==> config.mk <==
export PLATFORM = sky130hd
export DESIGN_NAME = adc_acq_sequencer_flat
export DESIGN_NICKNAME = d
export VERILOG_FILES = /design/src/rtl/adc_acq_sequencer_pkg.sv /design/src/rtl/adc_acq_sequencer_if.sv /design/src/rtl/adc_acq_sequencer_down_cnt.sv /design/src/rtl/adc_acq_sequencer.sv /design/src/flat_wrapper.sv
export SDC_FILE = /design/constraint.sdc
export NUM_CORES = 1
export LEC_CHECK = 0
export BUFFER_PORTS_ARGS = -buffer_cell sky130_fd_sc_hd__buf_2
export CAP_MARGIN = 0
export CORE_MARGIN = 2
export CORE_UTILIZATION = 55
export CTS_BUF_LIST = sky130_fd_sc_hd__clkbuf_4 sky130_fd_sc_hd__clkbuf_8
export DETAILED_ROUTE_END_ITERATION = 8
export PLACE_DENSITY = 0.76
export SLEW_MARGIN = 40
export SYNTH_ARGS = -nofsm -noshare
export SYNTH_HDL_FRONTEND = slang
export SYNTH_SLANG_ARGS = --single-unit
==> constraint.sdc <==
create_clock -name clk -period 7.45 [get_ports clk]
set_input_delay 1.49 -clock clk [delete_from_list [all_inputs] [get_ports clk]]
set_output_delay 1.49 -clock clk [all_outputs]
set_load 0.05 [all_outputs]
==> src/rtl/adc_acq_sequencer_pkg.sv <==
// Shared definitions for the ADC acquisition sequencer.
//   - field widths of the burst address/count, waveform count and gap count
//   - sequencer state encoding
//   - word tags naming the four kinds of words the write mux can emit
//   - eff_waveforms(): a waveform count of 0 is treated as a single waveform
package acq_pkg;

  localparam int BURST_W = 23;
  localparam int WFM_W   = 12;
  localparam int GAP_W   = 22;

  typedef enum logic [2:0] {
    ST_IDLE,
    ST_FILL_HDR,
    ST_WFM_HDR,
    ST_DATA,
    ST_GAP,
    ST_CHKSUM,
    ST_DONE
  } acq_state_e;

  localparam logic [2:0] TAG_NONE     = 3'd0;
  localparam logic [2:0] TAG_FILL_HDR = 3'd1;
  localparam logic [2:0] TAG_WFM_HDR  = 3'd2;
  localparam logic [2:0] TAG_DATA     = 3'd3;
  localparam logic [2:0] TAG_CHKSUM   = 3'd4;

  function automatic logic [WFM_W-1:0] eff_waveforms(input logic [WFM_W-1:0] n);
    return (n == '0) ? WFM_W'(1) : n;
  endfunction

endpackage

==> src/rtl/adc_acq_sequencer_if.sv <==
// Bundle between the sequencer and the 132-bit write mux / DDR3 write FIFO.
//   master (sequencer): drives the select_* lines, checksum_update, the
//     waveform number for the header, the write strobe and its burst address;
//     receives adc_burst_valid and fifo_afull.
//   slave (mux/FIFO side): the mirror image.
interface adc_acq_sequencer_if;
  import acq_pkg::*;

  logic                select_fill_hdr;
  logic                select_waveform_hdr;
  logic                select_dat;
  logic                select_checksum;
  logic                checksum_update;
  logic [WFM_W-1:0]    current_waveform_num;
  logic [BURST_W-1:0]  ddr_burst_adr;
  logic                fifo_wr_en;
  logic                adc_burst_valid;
  logic                fifo_afull;

  modport master (
    output select_fill_hdr, select_waveform_hdr, select_dat, select_checksum,
    output checksum_update, current_waveform_num, ddr_burst_adr, fifo_wr_en,
    input  adc_burst_valid, fifo_afull
  );

  modport slave (
    input  select_fill_hdr, select_waveform_hdr, select_dat, select_checksum,
    input  checksum_update, current_waveform_num, ddr_burst_adr, fifo_wr_en,
    output adc_burst_valid, fifo_afull
  );

endinterface

==> src/rtl/adc_acq_sequencer_down_cnt.sv <==
// Loadable down counter used for the burst and inter-waveform gap counts.
//   clk, rst_n   clock / asynchronous active-low reset
//   clr_i        synchronous clear to 0 (highest priority)
//   load_i       load load_val_i
//   dec_i        decrement by one, holding at 0
//   last_o       count is exactly 1, i.e. this decrement is the final one
module acq_down_cnt #(
  parameter int WIDTH = 8
) (
  input  logic             clk,
  input  logic             rst_n,
  input  logic             clr_i,
  input  logic             load_i,
  input  logic [WIDTH-1:0] load_val_i,
  input  logic             dec_i,
  output logic             last_o
);

  logic [WIDTH-1:0] cnt_q;

  always_ff @(posedge clk or negedge rst_n) begin
    if (!rst_n) begin
      cnt_q <= '0;
    end else if (clr_i) begin
      cnt_q <= '0;
    end else if (load_i) begin
      cnt_q <= load_val_i;
    end else if (dec_i && (cnt_q != '0)) begin
      cnt_q <= cnt_q - WIDTH'(1);
    end
  end

  assign last_o = (cnt_q == WIDTH'(1));

endmodule

==> src/rtl/adc_acq_sequencer.sv <==
// Per-fill sequencer for one ADC channel's acquisition datapath.
// Drives the header/data/checksum selects of the registered write mux, counts
// bursts, waveforms and gaps, and issues the FIFO write strobe aligned to the
// mux output (FIFO_LAT cycles after the select).
//   clk, rst_n                acquisition clock, asynchronous active-low reset
//   enable_i                  armed; low aborts to IDLE at the next edge
//   trig_i                    fill trigger pulse
//   num_fill_bursts_i         bursts per waveform      (latched at trigger)
//   num_waveforms_i           waveforms per fill, 0->1 (latched at trigger)
//   waveform_gap_i            idle cycles between waveforms (latched)
//   burst_start_adr_i         first DDR3 burst address (latched)
//   acq                       mux/FIFO bundle (master side)
//   busy_o                    not IDLE
//   fill_done_o               one-cycle pulse with the checksum write strobe
//   ovf_err_o, trig_missed_o  sticky error flags, cleared by a new fill start
module adc_acq_sequencer
  import acq_pkg::*;
#(
  parameter int FIFO_LAT = 1
) (
  input  logic                clk,
  input  logic                rst_n,
  input  logic                enable_i,
  input  logic                trig_i,
  input  logic [BURST_W-1:0]  num_fill_bursts_i,
  input  logic [WFM_W-1:0]    num_waveforms_i,
  input  logic [GAP_W-1:0]    waveform_gap_i,
  input  logic [BURST_W-1:0]  burst_start_adr_i,
  adc_acq_sequencer_if.master acq,
  output logic                busy_o,
  output logic                fill_done_o,
  output logic                ovf_err_o,
  output logic                trig_missed_o
);

  acq_state_e         state_q, state_d;
  logic [BURST_W-1:0] num_bursts_q;
  logic [WFM_W-1:0]   num_wfm_q;
  logic [GAP_W-1:0]   gap_q;
  logic [BURST_W-1:0] adr_q, adr_d;
  logic [WFM_W-1:0]   wfm_q, wfm_d;
  logic               ovf_q, ovf_d;
  logic               missed_q, missed_d;

  logic start, abort, eow, more_wfm;
  logic burst_load, burst_dec, burst_last;
  logic gap_load, gap_dec, gap_last;
  logic sel_fh, sel_wh, sel_dat, sel_ck, done_pulse;
  logic [WFM_W:0] wfm_inc;

  acq_down_cnt #(.WIDTH(BURST_W)) u_burst_cnt (
    .clk        (clk),
    .rst_n      (rst_n),
    .clr_i      (abort),
    .load_i     (burst_load),
    .load_val_i (num_bursts_q),
    .dec_i      (burst_dec),
    .last_o     (burst_last)
  );

  acq_down_cnt #(.WIDTH(GAP_W)) u_gap_cnt (
    .clk        (clk),
    .rst_n      (rst_n),
    .clr_i      (abort),
    .load_i     (gap_load),
    .load_val_i (gap_q),
    .dec_i      (gap_dec),
    .last_o     (gap_last)
  );

  // Extra bit so wfm+1 cannot wrap when num_waveforms is at its maximum.
  assign wfm_inc  = {1'b0, wfm_q} + (WFM_W+1)'(1);
  assign more_wfm = (wfm_inc < {1'b0, num_wfm_q});

  always_comb begin
    state_d    = state_q;
    adr_d      = adr_q;
    wfm_d      = wfm_q;
    start      = 1'b0;
    abort      = 1'b0;
    eow        = 1'b0;
    burst_load = 1'b0;
    burst_dec  = 1'b0;
    gap_load   = 1'b0;
    gap_dec    = 1'b0;
    sel_fh     = 1'b0;
    sel_wh     = 1'b0;
    sel_dat    = 1'b0;
    sel_ck     = 1'b0;
    done_pulse = 1'b0;

    if (!enable_i) begin
      // Disarmed: nothing is selected this cycle and all counters restart.
      abort   = 1'b1;
      state_d = ST_IDLE;
      adr_d   = '0;
      wfm_d   = '0;
    end else begin
      unique case (state_q)
        ST_IDLE: begin
          if (trig_i) begin
            start   = 1'b1;
            adr_d   = burst_start_adr_i;
            wfm_d   = '0;
            state_d = ST_FILL_HDR;
          end
        end
        ST_FILL_HDR: begin
          if (!acq.fifo_afull) begin
            sel_fh  = 1'b1;
            state_d = ST_WFM_HDR;
          end
        end
        ST_WFM_HDR: begin
          if (!acq.fifo_afull) begin
            sel_wh     = 1'b1;
            burst_load = 1'b1;
            if (num_bursts_q == '0) eow = 1'b1;
            else                    state_d = ST_DATA;
          end
        end
        ST_DATA: begin
          // The ADC cannot be stalled, so fifo_afull is not looked at here.
          if (acq.adc_burst_valid) begin
            sel_dat   = 1'b1;
            burst_dec = 1'b1;
            adr_d     = adr_q + BURST_W'(1);
            if (burst_last) eow = 1'b1;
          end
        end
        ST_GAP: begin
          gap_dec = 1'b1;
          if (gap_last) state_d = ST_WFM_HDR;
        end
        ST_CHKSUM: begin
          if (!acq.fifo_afull) begin
            sel_ck  = 1'b1;
            state_d = ST_DONE;
          end
        end
        ST_DONE: begin
          done_pulse = 1'b1;
          state_d    = ST_IDLE;
        end
        default: state_d = ST_IDLE;
      endcase

      // End of a waveform: either another header (after the gap) or the
      // checksum. CHKSUM is always at least one cycle after the final
      // checksum_update, giving the mux checksum time to settle.
      if (eow) begin
        if (more_wfm) begin
          wfm_d    = wfm_inc[WFM_W-1:0];
          gap_load = 1'b1;
          state_d  = (gap_q == '0) ? ST_WFM_HDR : ST_GAP;
        end else begin
          state_d  = ST_CHKSUM;
        end
      end
    end
  end

  always_comb begin
    ovf_d    = ovf_q;
    missed_d = missed_q;
    if (start) begin
      ovf_d    = 1'b0;
      missed_d = 1'b0;
    end
    if (sel_dat && acq.fifo_afull)       ovf_d    = 1'b1;
    if (trig_i && (state_q != ST_IDLE))  missed_d = 1'b1;
  end

  always_ff @(posedge clk or negedge rst_n) begin
    if (!rst_n) begin
      state_q      <= ST_IDLE;
      num_bursts_q <= '0;
      num_wfm_q    <= '0;
      gap_q        <= '0;
      adr_q        <= '0;
      wfm_q        <= '0;
      ovf_q        <= 1'b0;
      missed_q     <= 1'b0;
    end else begin
      state_q  <= state_d;
      adr_q    <= adr_d;
      wfm_q    <= wfm_d;
      ovf_q    <= ovf_d;
      missed_q <= missed_d;
      if (start) begin
        num_bursts_q <= num_fill_bursts_i;
        num_wfm_q    <= eff_waveforms(num_waveforms_i);
        gap_q        <= waveform_gap_i;
      end
    end
  end

  // Write strobe and its burst address trail the select by the mux latency.
  logic               wr_pipe_q  [FIFO_LAT];
  logic [BURST_W-1:0] adr_pipe_q [FIFO_LAT];
  logic               any_sel;

  assign any_sel = sel_fh | sel_wh | sel_dat | sel_ck;

  for (genvar gi = 0; gi < FIFO_LAT; gi++) begin : g_lat
    if (gi == 0) begin : g_head
      always_ff @(posedge clk or negedge rst_n) begin
        if (!rst_n) begin
          wr_pipe_q[gi]  <= 1'b0;
          adr_pipe_q[gi] <= '0;
        end else begin
          wr_pipe_q[gi]  <= any_sel;
          adr_pipe_q[gi] <= adr_q;
        end
      end
    end else begin : g_tail
      always_ff @(posedge clk or negedge rst_n) begin
        if (!rst_n) begin
          wr_pipe_q[gi]  <= 1'b0;
          adr_pipe_q[gi] <= '0;
        end else begin
          wr_pipe_q[gi]  <= wr_pipe_q[gi-1];
          adr_pipe_q[gi] <= adr_pipe_q[gi-1];
        end
      end
    end
  end

  assign acq.select_fill_hdr      = sel_fh;
  assign acq.select_waveform_hdr  = sel_wh;
  assign acq.select_dat           = sel_dat;
  assign acq.select_checksum      = sel_ck;
  assign acq.checksum_update      = sel_dat;
  assign acq.current_waveform_num = wfm_q;
  assign acq.fifo_wr_en           = wr_pipe_q[FIFO_LAT-1];
  assign acq.ddr_burst_adr        = adr_pipe_q[FIFO_LAT-1];

  assign busy_o        = (state_q != ST_IDLE);
  assign fill_done_o   = done_pulse;
  assign ovf_err_o     = ovf_q;
  assign trig_missed_o = missed_q;

endmodule

==> src/flat_wrapper.sv <==
// flat-port wrapper written by rule: the top's interface ports become plain ports
module adc_acq_sequencer_flat import acq_pkg::*;
#(
  parameter int FIFO_LAT = 1
)
  (clk, rst_n, enable_i, trig_i, num_fill_bursts_i, num_waveforms_i, waveform_gap_i, burst_start_adr_i, busy_o, fill_done_o, ovf_err_o, trig_missed_o, acq_select_fill_hdr, acq_select_waveform_hdr, acq_select_dat, acq_select_checksum, acq_checksum_update, acq_current_waveform_num, acq_ddr_burst_adr, acq_fifo_wr_en, acq_adc_burst_valid, acq_fifo_afull);
  adc_acq_sequencer_if acq_i ();
  input  logic clk;
  input  logic rst_n;
  input  logic enable_i;
  input  logic trig_i;
  input  logic [BURST_W-1:0] num_fill_bursts_i;
  input  logic [WFM_W-1:0] num_waveforms_i;
  input  logic [GAP_W-1:0] waveform_gap_i;
  input  logic [BURST_W-1:0] burst_start_adr_i;
  output logic busy_o;
  output logic fill_done_o;
  output logic ovf_err_o;
  output logic trig_missed_o;
  output wire logic [$bits(acq_i.select_fill_hdr)-1:0] acq_select_fill_hdr;
  output wire logic [$bits(acq_i.select_waveform_hdr)-1:0] acq_select_waveform_hdr;
  output wire logic [$bits(acq_i.select_dat)-1:0] acq_select_dat;
  output wire logic [$bits(acq_i.select_checksum)-1:0] acq_select_checksum;
  output wire logic [$bits(acq_i.checksum_update)-1:0] acq_checksum_update;
  output wire logic [$bits(acq_i.current_waveform_num)-1:0] acq_current_waveform_num;
  output wire logic [$bits(acq_i.ddr_burst_adr)-1:0] acq_ddr_burst_adr;
  output wire logic [$bits(acq_i.fifo_wr_en)-1:0] acq_fifo_wr_en;
  input wire logic [$bits(acq_i.adc_burst_valid)-1:0] acq_adc_burst_valid;
  input wire logic [$bits(acq_i.fifo_afull)-1:0] acq_fifo_afull;
  assign acq_select_fill_hdr = acq_i.select_fill_hdr;
  assign acq_select_waveform_hdr = acq_i.select_waveform_hdr;
  assign acq_select_dat = acq_i.select_dat;
  assign acq_select_checksum = acq_i.select_checksum;
  assign acq_checksum_update = acq_i.checksum_update;
  assign acq_current_waveform_num = acq_i.current_waveform_num;
  assign acq_ddr_burst_adr = acq_i.ddr_burst_adr;
  assign acq_fifo_wr_en = acq_i.fifo_wr_en;
  assign acq_i.adc_burst_valid = acq_adc_burst_valid;
  assign acq_i.fifo_afull = acq_fifo_afull;
  adc_acq_sequencer #(.FIFO_LAT(FIFO_LAT)) u_core (.clk(clk), .rst_n(rst_n), .enable_i(enable_i), .trig_i(trig_i), .num_fill_bursts_i(num_fill_bursts_i), .num_waveforms_i(num_waveforms_i), .waveform_gap_i(waveform_gap_i), .burst_start_adr_i(burst_start_adr_i), .acq(acq_i), .busy_o(busy_o), .fill_done_o(fill_done_o), .ovf_err_o(ovf_err_o), .trig_missed_o(trig_missed_o));
endmodule
### After elaboration in Yosys (flattened, before gate mapping)

Cells that the tools add are included.

| storage, ports and cells | value |
|---|---|
| register bits after elaboration | 166 |
| input bits | 86 |
| output and inout bits | 45 |
| word-level logic and storage cells | 111 |

| cells by class | value |
|---|---|
| add/subtract/negate cells | 4 |
| order comparisons | 1 |
| equality and inequality tests | 20 |
| muxes and demuxes | 56 |
| bitwise gates (word level) | 3 |
| reduce and logical (&&, ||, !) cells | 15 |

Operator list:

| operator | count |
|---|---|
| 23-bit 2-to-1 mux | 6 |
| 12-bit 2-to-1 mux | 6 |
| 22-bit 2-to-1 mux | 3 |
| 23-bit one-hot mux with 2 select lines | 1 |
| 3-bit 2-to-1 mux | 10 |
| 1-bit 2-to-1 mux | 28 |
| 23-bit by 1-bit adder with 23-bit output (second input constant) | 1 |
| 23-bit by 1-bit equality test with 1-bit output (second input constant) | 1 |
| 23-bit zero test | 1 |
| 23-bit nonzero test | 1 |
| 23-bit by 1-bit subtractor with 23-bit output (second input constant) | 1 |
| 22-bit by 1-bit equality test with 1-bit output (second input constant) | 1 |
| 22-bit zero test | 1 |
| 22-bit nonzero test | 1 |
| 22-bit by 1-bit subtractor with 22-bit output (second input constant) | 1 |
| 3-bit one-hot mux with 6 select lines | 1 |
| 4-bit by 3-bit inequality test with 1-bit output (second input constant) | 4 |
| 12-bit by 1-bit adder with 13-bit output (second input constant) | 1 |
| 13-bit by 12-bit less-than comparator with 1-bit output | 1 |
| 12-bit zero test | 1 |
| 3-bit equality test (second input constant) | 3 |
| 3-bit by 1-bit inequality test with 1-bit output (second input constant) | 3 |
| 7-bit AND reduction | 1 |
| 3-bit by 2-bit equality test with 1-bit output (second input constant) | 2 |
| other kinds (12) | 19 |

### Depth between registers and ports, before layout

Gate-level depths: netlist (run 1).

| logic depth | value |
|---|---|
| depth in word-level cells | 9 |
| depth in mapped cells | 12 |
| mapped depth without buffers | 10 |

### Cells and area by module

Synthesis (run 1) repeated with hierarchy kept, for this count alone.

| second synthesis, totals | value |
|---|---|
| cell total of the unflattened synthesis | 878 |
| area, all modules | 8872.3 um^2 |

By module, submodules not included:

| module | times used | cells an instance | area each (um^2) | seq. area each (um^2) |
|---|---|---|---|---|
| adc_acq_sequencer | 1 | 527 | 5771.8 | 3027.9 |
| acq_down_cnt (u_core.u_burst_cnt) | 1 | 179 | 1565.3 | 575.6 |
| acq_down_cnt (u_core.u_gap_cnt) | 1 | 172 | 1535.2 | 550.5 |

### Worst setup path after synthesis (run 1)

No wires, ideal clock.

| timing | value |
|---|---|
| kind | input-to-output |
| start | input enable_i |
| end | output fill_done_o |
| data arrival time | 3.251 ns |
| data required time | 5.960 ns |
| setup slack | 2.709 ns |
| stages | 5 |
| buffers on the path | 3 |
| cells stage by stage | buf_2 > inv_1 > clkbuf_1 > clkbuf_1 > nor3_1 |

| on the way | value |
|---|---|
| cells in the longest elaborated chain, start to end | 1 |

RTL lines:

| what | RTL line | source |
|---|---|---|
| start, declared | flat_wrapper.sv:10 | `input logic enable_i;` |
| 1-bit 2-to-1 mux | adc_acq_sequencer.sv:92 | `if (!enable_i) begin` |
| end, declared | flat_wrapper.sv:17 | `output logic fill_done_o;` |

No other way between the ends.

### Worst setup path after layout (run 1)

| timing | value |
|---|---|
| start | input enable_i |
| end | output acq_select_checksum |

| on the way | value |
|---|---|
| cells in the longest elaborated chain, start to end | 1 |

RTL lines:

| what | RTL line | source |
|---|---|---|
| 1-bit 2-to-1 mux | adc_acq_sequencer.sv:92 |  |
| end, declared | flat_wrapper.sv:23 | `output wire logic [$bits(acq_i.select_checksum)-1:0] acq_select_checksum;` |

No other way between the ends.

==> impl_metrics.json, run 1 <==
{
  "drv_cap": 0,
  "tightest_slew_ps": 790,
  "total_power_mw": 2.24,
  "crit_chain": "buf_2 > buf_4 > and3_1 > buf_2",
  "clk_pin_slew_worst_paths_ps": 90,
  "final.fill_count": 1333,
  "clk_latency_ps": 470,
  "final.setup_skew_ps": 7.05,
  "synth_area_mm2": 0.00924,
  "postSynthCellCount": 884,
  "min_path_type": "flip-flop to flip-flop",
  "path_class": "primary input to output pin",
  "gp_congestion": 0.868,
  "die_w_um": 134,
  "cts_num_sinks": 166,
  "core.rowCount": 47,
  "rsz0062_at_grt": "false",
  "maxSlewViolCount": 0,
  "antenna_found_initial": 0,
  "setup_viol": 0,
  "synth_area_per_cell_um2": 10.5,
  "slew_headroom": 0.472,
  "vias": 7599,
  "arrival_ps": 3120,
  "mostFrequentLayoutCells": "166 x dfrtp_1, 129 x buf_2, 67 x nand2_1",
  "drc": 0,
  "outcome": "finished clean",
  "max_freq_mhz": 217,
  "drt-total-wl_um": 22100,
  "overflow": 0,
  "cpPeakStageDelay_ps": 620,
  "post-route-period-util": 0.619,
  "pin_count": 131,
  "area_delta_synth_final_pct": 12.2,
  "p_leak_nw": 4.58,
  "viasPerCell": 6.23,
  "synth_nets": 988,
  "grt_max_degree": 103,
  "hold_viol_final": 0,
  "diodes": 0,
  "die_h_um": 134,
  "synth.distinct_cells": 88,
  "grt_pass1_vias": 6955,
  "firstDrtPassIters": 5,
  "dp_hpwl_um": 15000,
  "cts-root-buf": "clkbuf_8",
  "drt_iter0_drc": 615,
  "cp_common_cell": "buf_2",
  "synth-edff-count": 0,
  "start_util": 0.559,
  "worstPathRequired_ps": 5960,
  "grt_usage": 0.251,
  "post_cts_buffers": 0,
  "synth_flop_cell": "dfrtp_1",
  "die_area_mm2": 0.0179,
  "grt_pass1_wl_um": 35900,
  "ir_worst_vdd_mv": 0.145,
  "final_nets": 1091,
  "critPathLaunchType": "primary input",
  "htreeDepth": 4,
  "detail_route.wl_per_cell_um": 18.1,
  "cts_hold_buf": 0,
  "crit_fanout": 58,
  "worst_setup_path_end_kind": "output pin",
  "ys_seq_area_frac": 0.450,
  "ant_nets": 0,
  "cts_max_path_buffers": 2,
  "fin_crit_ps": 4610,
  "cts_tree": "built",
  "placement.io_buffers": 130,
  "cts_made_buffers": 17,
  "async_flop_share": 1.00,
  "tns_ps": 0,
  "synth.ff_latch_count": 166,
  "powerDensity_mw_per_mm2": 216,
  "cts_resized": 0,
  "layout_commonest_cell": "dfrtp_1",
  "core_area_mm2": 0.0165,
  "slowest_stage": "buf_4",
  "yosys_warnings": 0,
  "drive_gt1_frac": 0.266
}
## power breakdown
group / switching [mW] / leakage, nW / internal [mW]
registers: 0.111 / 2.16 / 1.02
logic: 0.252 / 2.23 / 0.197
clock network: 0.351 / 0.197 / 0.310
## path summary, 6_finish.rpt
kind                       depth (start not counted)                     endpoint                                from  slack (ps)
setup / recovery                                   4          acq_select_checksum                            enable_i        2840
hold / removal                                     0  u_core.acq.ddr_burst_adr[6]                     u_core.adr_q[6]         440
setup reg to reg                                  10    u_core.u_gap_cnt.cnt_q[0]  u_core.acq.current_waveform_num[0]        3480
hold reg to reg                                    0  u_core.acq.ddr_burst_adr[6]                     u_core.adr_q[6]         440
max in group asynchronous                          2             u_core.ovf_err_o                               rst_n        5770
min in group asynchronous                          1         u_core.num_wfm_q[11]                               rst_n         860
## cells by family after synthesis
logic type / Yosys count / share of synthesized area
buf+inv: 79 / 0.0433
flops: 166 / 0.450
mux: 74 / 0.0960
simple gates: 301 / 0.192
xor+xnor: 27 / 0.0256
compound gates: 219 / 0.169
fa+ha+maj: 18 / 0.0244
## registers in the layout (all words and copies together), names as in the netlist
name	cells
u_core.state_q	3
u_core.acq.ddr_burst_adr	23
u_core.acq.current_waveform_num	12
u_core.num_wfm_q	12
u_core.num_bursts_q	23
u_core.trig_missed_o	1
u_core.ovf_err_o	1
u_core.u_burst_cnt.cnt_q	23
u_core.u_gap_cnt.cnt_q	22
u_core.adr_q	23
u_core.acq.fifo_wr_en	1
u_core.gap_q	22
## cell type report
cell class	count	area (um2)	share of cell area
Multi-Input combinational cell	639	4690	0.453
Sequential cell	166	4150	0.401
Inverter	23	86.3	0.00833
Timing Repair Buffer	140	759	0.0732
Tap cell	220	275	0.0265
Clock inverter	13	150	0.0145
Clock buffer	19	249	0.0240
## metal layers
metal | vias to the layer above | part of all wire | GRT usage
met5 | - | 0 | 0
met4 | 0 | 0.018 | 0.0680
met3 | 39 | 0.063 | 0.0533
met2 | 306 | 0.46 | 0.389
met1 | 3687 | 0.46 | 0.360
li1 | 3567 | - | -
## cell usage after synthesis, types with 16 or more instances
| cell | count | area [um2] |
|---|---|---|
| dfrtp_1 | 166 | 4150 |
| nand2_1 | 67 | 251 |
| o21ai_0 | 49 | 245 |
| a21oi_1 | 47 | 235 |
| mux2_2 | 37 | 417 |
| nor2_1 | 34 | 128 |
| nor4_1 | 29 | 181 |
| nand3_1 | 28 | 140 |
| nor3_1 | 25 | 125 |
| clkbuf_1 | 24 | 90.1 |
| inv_1 | 23 | 86.3 |
| mux2_4 | 20 | 300 |
| or3_1 | 20 | 125 |
| ha_1 | 18 | 225 |
| buf_2 | 17 | 85.1 |
| mux2i_1 | 17 | 170 |
| a31oi_1 | 16 | 100 |
| xor2_1 | 16 | 140 |
## through the flow
| step | hold slack, ps | utilization | cells | cell area [um2] | worst slack (ps) |
|---|---|---|---|---|---|
| detailed placement | 418 | 0.601 | 1187 | 9930 | 2830 |
| global route | 451 | 0.627 | 1220 | 10400 | 2770 |
| finish | 437 | 0.627 | 1220 | 10400 | 2840 |
| global placement | 403 | 0.601 | 1187 | 9930 | 2870 |
| CTS | 439 | 0.625 | 1219 | 10300 | 2850 |
| floorplan | 349 | - | 884 | 9240 | 2710 |
## worst max-delay path: cells and delay by family
family,cells,cell delay (ps)
buf+inv,3,1360
simple gates,1,260
Note: power is estimated with default switching activity, not from simulation.
==> run 2, diff against run 1 <==
Clock period 7.45 ns to 4.7 ns, I/O delays scaled along.
==> run 2 against run 1 <==
Register-to-register slack lost 2600 ps. Sequential power rose by 58%. Sequential share of layout area fell by 0.14 points. Global-route usage is 0.91 points higher. Clock power rose by 68%. Non-clock buffer count increased by 5. Critical path depth grew 6. Worst setup slack got worse by 2000 ps. Worst hold slack lost 13 ps. Combinational power increased by 59%. Sequential cell count stayed put. Critical path type is now flip-flop to flip-flop. Core utilization up 0.23 points.
==> impl_metrics.json, run 2 (same netlist as run 1, synthesis figures left out) <==
{
  "ir_worst_vdd_mv": 0.234,
  "critPathLaunchType": "flip-flop",
  "die_area_mm2": 0.0179,
  "hold_viol_final": 0,
  "drv_cap": 0,
  "fin_cells": 1224,
  "cts_made_buffers": 17,
  "firstDrtPassIters": 8,
  "dr_wl_met2_um": 10400,
  "p_clk_frac": 0.308,
  "cpPeakStageDelay_ps": 670,
  "worstPathRequired_ps": 5070,
  "grt_usage": 0.260,
  "top_layer": "met4",
  "arrival_ps": 4210,
  "p_sw_mw": 1.12,
  "core.rowCount": 47,
  "worst_setup_path_end_kind": "flip-flop",
  "power.share.switching": 0.309,
  "dp.cells": 1193,
  "internal_power_mw": 2.50,
  "die_h_um": 134,
  "post-route-period-util": 0.817,
  "grt_max_degree": 85,
  "wl_met3_um": 1400,
  "rsz0062_at_grt": "false",
  "dp_hpwl_um": 15700,
  "min_path_type": "flip-flop to flip-flop",
  "slowest_stage": "nand3_1",
  "outcome": "finished clean",
  "diodes": 0,
  "pin_count": 131,
  "crit_start": "u_core.acq.current_waveform_num[0]",
  "area_delta_synth_final_pct": 12.6,
  "drive_gt1_frac": 0.268,
  "cts-root-buf": "clkbuf_8",
  "fin_crit_ps": 3840,
  "path_class": "flip-flop to flip-flop",
  "drt_iter0_drc": 834,
  "tns_ps": 0,
  "reg2reg_slack_ps": 860,
  "cts_num_sinks": 166,
  "drt-total-wl_um": 22600,
  "comb_power_share": 0.197,
  "post_cts_buffers": 0,
  "cts_resized": 0,
  "viasPerCell": 6.20,
  "start_util": 0.559,
  "cts_hold_buf": 0,
  "setup_viol": 0,
  "mostFrequentLayoutCells": "166 x dfrtp_1, 129 x buf_2, 67 x nand2_1",
  "m1WireLength_um": 10400,
  "htreeDepth": 4,
  "overflow": 0,
  "powerDensity_mw_per_mm2": 348,
  "crit_chain": "ha_1 > nand4_1 > nor3_1 > xor2_1 > ha_1 > a21o_1 > a211o_1 > a221oi_1 > nand3_1 > a31o_2",
  "endpoint": "u_core.u_gap_cnt.cnt_q[0]",
  "final.setup_skew_ps": 14.6,
  "crit_fanout": 17,
  "cp_common_cell": "ha_1",
  "slew_headroom": 0.477,
  "maxSlewViolCount": 0,
  "tightest_slew_ps": 785,
  "core_area_mm2": 0.0165,
  "cts_tree": "built",
  "rr_endpoint": "u_core.u_gap_cnt.cnt_q[0]",
  "max_freq_mhz": 260,
  "rr_worst_depth": 10,
  "gp_congestion": 0.906,
  "cts_max_path_buffers": 2,
  "antenna_found_initial": 0,
  "drc": 0,
  "final_nets": 1096,
  "reg2reg_from": "u_core.acq.current_waveform_num[0]",
  "placement.io_buffers": 130,
  "clk_pin_slew_worst_paths_ps": 90,
  "vias": 7594,
  "layout_commonest_cell": "dfrtp_1",
  "grt_pass1_vias": 7216,
  "die_w_um": 134,
  "final_core_utilization": 0.630,
  "detail_route.wl_per_cell_um": 18.5,
  "ant_nets": 0,
  "grt_pass1_wl_um": 37200,
  "clk_latency_ps": 480,
  "seqPwrFrac": 0.495,
  "p_leak_nw": 4.62
}
[run 2: worst max-delay path, delay by kind of cell, from the launching register on]
family / cells / cell delay, ps
and+or+nand+nor: 3 / 1180
DFF: 1 / 430
adders and majority gates: 2 / 570
AOI/OAI and AO/OA: 4 / 1310
xor gates and xnor gates: 1 / 240
[run 2: worst min path at each step]
stage          cells after the start                      endpoint              from  slack (ps)
2_1_floorplan                      0   u_core.acq.ddr_burst_adr[7]   u_core.adr_q[7]         350
3_3_place_gp                       0  u_core.acq.ddr_burst_adr[12]  u_core.adr_q[12]         400
3_5_place_dp                       0  u_core.acq.ddr_burst_adr[12]  u_core.adr_q[12]         410
4_1_cts                            0  u_core.acq.ddr_burst_adr[12]  u_core.adr_q[12]         430
5_1_grt                            0  u_core.acq.ddr_burst_adr[12]  u_core.adr_q[12]         450
6_report                           0  u_core.acq.ddr_burst_adr[12]  u_core.adr_q[12]         420
[run 2: routing by layer]
metal	up-vias	GRT usage
met5	-	0
met4	0	0.0751
met3	40	0.0445
met2	299	0.403
met1	3679	0.379
li1	3576	-
[run 2: layout make-up]
type	instances	area (um2)
tap	220	275
clock inverter	10	143
clock buffer	21	283
timing repair buffer	145	772
sequential	166	4150
fill	1356	6120
inverter	23	86.3
multi-input combinational	639	4690
[run 2: metrics by stage]
step	hold slack, ps	power (mW)	instance area, um2	setup WS (ps)
2_1_floorplan	349	2.30	9240	1060
3_3_place_gp	398	2.50	9970	1060
3_5_place_dp	406	2.53	9970	985
4_1_cts	426	3.64	10400	943
5_1_grt	448	3.80	10400	594
6_report	425	3.62	10400	861
[run 2: power by group through the flow]
stage / Combinational, mW / Sequential, mW / Clock, mW
final: 0.713 / 1.79 / 1.11
after CTS: 0.715 / 1.79 / 1.13
after detailed placement: 0.712 / 1.82 / 0
after floorplan: 0.464 / 1.83 / 0
after global routing: 0.781 / 1.82 / 1.20
after global placement: 0.694 / 1.81 / 0
